`config.mk`:
```
export PLATFORM = sky130hd
export DESIGN_NAME = result_bcd_converter
export DESIGN_NICKNAME = d
export VERILOG_FILES = /design/src/rtl/result_bcd_converter.sv
export SDC_FILE = /design/constraint.sdc
export NUM_CORES = 1
export LEC_CHECK = 0
export ABC_CLOCK_PERIOD_IN_PS = 1900
export BUFFER_PORTS_ARGS = -buffer_cell sky130_fd_sc_hd__buf_2
export CAP_MARGIN = 15
export CORE_MARGIN = 3
export CORE_UTILIZATION = 51
export DETAILED_ROUTE_END_ITERATION = 7
export PLACE_DENSITY = 0.75
export SLEW_MARGIN = 20
export SYNTH_ARGS = -nofsm -noshare
export SYNTH_HDL_FRONTEND = slang
export SYNTH_SLANG_ARGS = --single-unit
```
`constraint.sdc`:
```
create_clock -name clk -period 1.9 [get_ports clk]
set_clock_uncertainty 0.05 [all_clocks]
set_input_delay 0.19 -clock clk [delete_from_list [all_inputs] [get_ports clk]]
set_output_delay 0.19 -clock clk [all_outputs]
set_load 0.02 [all_outputs]
```
`src/rtl/result_bcd_converter.sv`:
```
// result_bcd_converter: iterative double-dabble converter from a signed 20-bit result to six BCD display digits
// Ports:
//   clk, rst_n              clock, asynchronous active-low reset
//   start                   request a conversion (sampled only while idle)
//   resultado               unsigned magnitude to convert
//   signo_resultado         sign of the magnitude, 1 = negative
//   busy                    high while a conversion is in progress
//   done                    one-cycle pulse when the outputs have been updated
//   dres0..dres5            BCD digits, dres0 = units, dres5 = hundred-thousands
//   signo_out               latched sign, never set for a zero result
//   lz_mask                 bit i set when digit i is a leading zero (bit 0 always clear)
//   overflow                latched, magnitude exceeded MAXVAL and digits are saturated to 9
module result_bcd_converter #(
   parameter int WIDTH  = 20,
   parameter int MAXVAL = 999999
) (
   input  logic             clk,
   input  logic             rst_n,
   input  logic             start,
   input  logic [WIDTH-1:0] resultado,
   input  logic             signo_resultado,
   output logic             busy,
   output logic             done,
   output logic [3:0]       dres0,
   output logic [3:0]       dres1,
   output logic [3:0]       dres2,
   output logic [3:0]       dres3,
   output logic [3:0]       dres4,
   output logic [3:0]       dres5,
   output logic             signo_out,
   output logic [5:0]       lz_mask,
   output logic             overflow
);
   localparam int CW = $clog2(WIDTH + 1);
   typedef enum logic [1:0] {IDLE, CONV, LOAD} state_t;
   state_t state, state_nx;
   logic [WIDTH-1:0] shift_q;
   logic [23:0] bcd_q, bcd_adj, load_bcd;
   logic [CW-1:0] cnt_q;
   logic sign_q, ovf_q;
   logic [5:0] lz_nx;
   always_ff @(posedge clk or negedge rst_n)
      if (!rst_n) state <= IDLE;
      else state <= state_nx;
   always_comb begin
      state_nx = IDLE;
      state_nx = state == IDLE ? (start ? CONV : IDLE) :
                 state == CONV ? (cnt_q == CW'(WIDTH - 1) ? LOAD : CONV) : IDLE;
   end
   assign busy = state != IDLE;
   // add-3 correction applied to every nibble before each shift
   for (genvar i = 0; i < 6; i++) begin : g_adj
      assign bcd_adj[4*i+:4] = bcd_q[4*i+:4] >= 4'd5 ? bcd_q[4*i+:4] + 4'd3 : bcd_q[4*i+:4];
   end
   assign load_bcd = ovf_q ? 24'h999999 : bcd_q;
   // a digit is blanked when it and every more significant digit are zero
   assign lz_nx[0] = 1'b0;
   for (genvar i = 1; i < 6; i++) begin : g_lz
      assign lz_nx[i] = ~|load_bcd[23:4*i];
   end
   always_ff @(posedge clk or negedge rst_n)
      if (!rst_n) begin
         shift_q   <= '0;
         bcd_q     <= '0;
         cnt_q     <= '0;
         sign_q    <= 1'b0;
         ovf_q     <= 1'b0;
         done      <= 1'b0;
         dres0     <= '0;
         dres1     <= '0;
         dres2     <= '0;
         dres3     <= '0;
         dres4     <= '0;
         dres5     <= '0;
         signo_out <= 1'b0;
         lz_mask   <= 6'b111110;
         overflow  <= 1'b0;
      end else begin
         done <= state == LOAD;
         if (state == IDLE && start) begin
            shift_q <= resultado;
            bcd_q   <= '0;
            cnt_q   <= '0;
            sign_q  <= signo_resultado;
            ovf_q   <= 32'(resultado) > 32'(MAXVAL);
         end else if (state == CONV) begin
            {bcd_q, shift_q} <= {bcd_adj[22:0], shift_q, 1'b0};
            cnt_q <= cnt_q + 1'b1;
         end else if (state == LOAD) begin
            dres0     <= load_bcd[3:0];
            dres1     <= load_bcd[7:4];
            dres2     <= load_bcd[11:8];
            dres3     <= load_bcd[15:12];
            dres4     <= load_bcd[19:16];
            dres5     <= load_bcd[23:20];
            overflow  <= ovf_q;
            lz_mask   <= lz_nx;
            signo_out <= sign_q & (|load_bcd);
         end
      end
endmodule

```
==> impl_metrics.tcl <==
set metrics [dict create \
    endpoint "bcd_q[15]" \
    grt_max_degree 52 \
    ant_nets 0 \
    synthArstFlopShare 1.000 \
    cp-start-kind "flip-flop" \
    num_io_pins 58 \
    final_cells 577 \
    syn2layout_area_growth_pct 19.68 \
    hold_class "in2reg" \
    die_h_um 94.34 \
    netlist_instances 406 \
    fin_crit_sh 0.9554 \
    slowest_stage "or3b_2" \
    synth_most_common_cell "nand2_1" \
    wire_per_inst_um 15.31 \
    initial_core_util 0.5372 \
    crit_family "simple AND/OR/NAND/NOR gates" \
    period_minus_slack_ps 1815 \
    cts_sinks 85 \
    ys_warn_count 0 \
    drive_gt1_frac 0.2427 \
    synthesis.area_mm2 0.003980 \
    rows 31 \
    multi_input_area_mm2 0.001704 \
    n_antenna_cell 0 \
    peakVddDrop_uv 761.4 \
    netSwitchingPower_mw 2.997 \
    worst-path-max-fanout 6 \
    ff2ff_path_depth 5 \
    outcome "completed" \
    max_freq_ghz 0.5509 \
    place_inst 556 \
    synth_top_area_cell "dfrtp_1" \
    drc 0 \
    crit_chain "buf_4 -> or3b_2 -> nand2_1 -> o31ai_1 -> a32o_1" \
    layout.nets 511 \
    wl_mm 8.832 \
    overflow 0 \
    swShare 0.3826 \
    synth_nets 443 \
    vias 3153 \
    r2r_start "state[0]" \
    p_per_area_mw_per_mm2 1644 \
    cp.arrival_ps 2010 \
    leakage_nw 2.334 \
    syn_avg_cell_area_um2 9.803 \
    cts_buffers 9 \
    ys_ff_latch 85 \
    path_depth 5 \
    port_buffers 56 \
    yosysTopAreaCellShare 0.5030 \
    p_seq_frac 0.401 \
    first_pass_iters 4 \
    tritoncts "built" \
    clkPwrFrac 0.200 \
    synth_area_leaders "dfrtp_1 (50%), nand2_1 (8.8%), o21ai_0 (5.0%)" \
    antenna_found_initial 0 \
    cts_root_buf "clkbuf_8" \
    hold_start "resultado[4]" \
    finalSetupTns_ps 0 \
    setup_violations 0 \
    rrSetupSlack_ps 80 \
    power_mw 7.833 \
    htreeDepth 3 \
    yosysSeqAreaShare 0.5360 \
    p_int_mw 4.836 \
    synth_common_cells "nand2_1 (93), dfrtp_1 (80), o21ai_0 (40)" \
    critPathMaxStageDelay_ps 520 \
    drtIter0Drc 164 \
    dp_slack_ps 59.86 \
    clk_latency_ps 350 \
    fillers 627 \
    r2r_end "bcd_q[15]" \
    viasPerCell 5.464 \
    critPathCaptureType "flip-flop" \
    gp_congestion 0.7977 \
    die_w_um 94.34 \
    place_hpwl_mm 6.117 \
    seqCellArea_mm2 0.002135 \
    cp.buffers_inverters 1 \
    grt_pass1_wl_mm 14.95 \
    grt_util_all_layers 0.2136 \
    clockBufferDepth 2 \
    setup_ws_ps 84.80 \
    startpoint "state[0]" \
    worstSetupPathType "reg2reg" \
    dieArea_mm2 0.008900 \
    rsz0062_at_grt "yes" \
    clkTransAtPathRegs_ps 80 \
    worstPathRequired_ps 2090 \
    grt_pass1_vias 3093 \
    synth_ff_type "dfrtp_1" \
    max_cap_violations 0 \
    hold_viol_final 0 \
    slew_viol_final 0 \
    ys_types 43 \
    p_comb_frac 0.399 \
    core_mm2 0.007408 \
    timing.hold.ws_ps 19.24 \
    synth-edff-count 0 \
]
## kinds of logic after synthesis
logic type,count (synthesis),synth area share
fa+ha+maj,13,0.04087
buf+inv,39,0.03961
simple gates,155,0.1839
flops,85,0.5360
xor+xnor,10,0.02200
other cells,1,0.0009422
mux,6,0.01666
compound gates,97,0.1600
## through the flow
step                        util  cell area [um^2]
after floorplan                -              3980
after global placement    0.6014              4456
after detailed placement  0.6014              4456
after CTS                 0.6387              4732
after global routing      0.6430              4763
final                     0.6430              4763
## per-layer routing
layer | vias to the layer above | routed length (um) | GRT usage
li1 | 1545 | - | -
met3 | 13 | 470 | 0.04303
met2 | 87 | 4027 | 0.3316
met4 | 0 | 160 | 0.07702
met1 | 1508 | 4173 | 0.2992
met5 | - | 0 | 0
## registers in the layout, summed over array words and instances (netlist names), 2 cells and up
register	flops
dres0	4
dres1	4
dres4	4
shift_q	20
bcd_q	24
dres5	4
lz_mask	5
state	2
dres3	4
dres2	4
cnt_q	5
## cells in the final DEF, fill, tap and decap left out, types with 6 or more instances in the layout
cell / n
o31ai_1: 17
nor2_1: 6
nand3_1: 21
nand2_1: 93
o21ai_0: 40
buf_2: 55
xnor2_1: 6
inv_1: 13
ha_1: 13
a21oi_1: 6
buf_4: 24
clkbuf_8: 11
a22oi_1: 19
dfrtp_1: 79
a32o_1: 6
nand2b_1: 14
## worst min-delay path by stage
stage | cells after the start | end | slack (ps)
after global routing | 3 | shift_q[2] | 20
after floorplan | 0 | bcd_q[0] | -160
after global placement | 1 | dres3[2] | 120
final | 3 | shift_q[4] | 20
after CTS | 3 | shift_q[3] | 10
after detailed placement | 1 | dres3[2] | 120
## power groups by stage
stage	sequential (mW)	clock (mW)	combinational, mW
final	3.14	1.57	3.12
after global routing	3.25	1.67	3.54
after CTS	3.14	1.59	3.11
after detailed placement	3.16	0	3.09
after global placement	3.12	0	2.97
after floorplan	3.33	0	1.87
## layout make-up
cell class	count	share of cell area
Sequential cell	85	0.4481
Multi-Input combinational cell	282	0.3578
Timing Repair Buffer	83	0.1061
Clock buffer	11	0.03178
Tap cell	99	0.02600
Clock inverter	4	0.01996
Inverter	13	0.01024
## worst reg2reg max path: stages, from the launching register on
cell	delay, ps
dfrtp_1	390
buf_4	160
or3b_2	520
nand2_1	230
o31ai_1	140
a32o_1	220
## repair_timing
item | in CTS | in global routing
endpoints found under the hold margin | 31 | 0
setup endpoints to repair | 0 | 3
gates resized for setup | 0 | 3
buffers inserted | 0 | 3
hold buffers | 3 | 0
(Power assumes the default switching activity.)
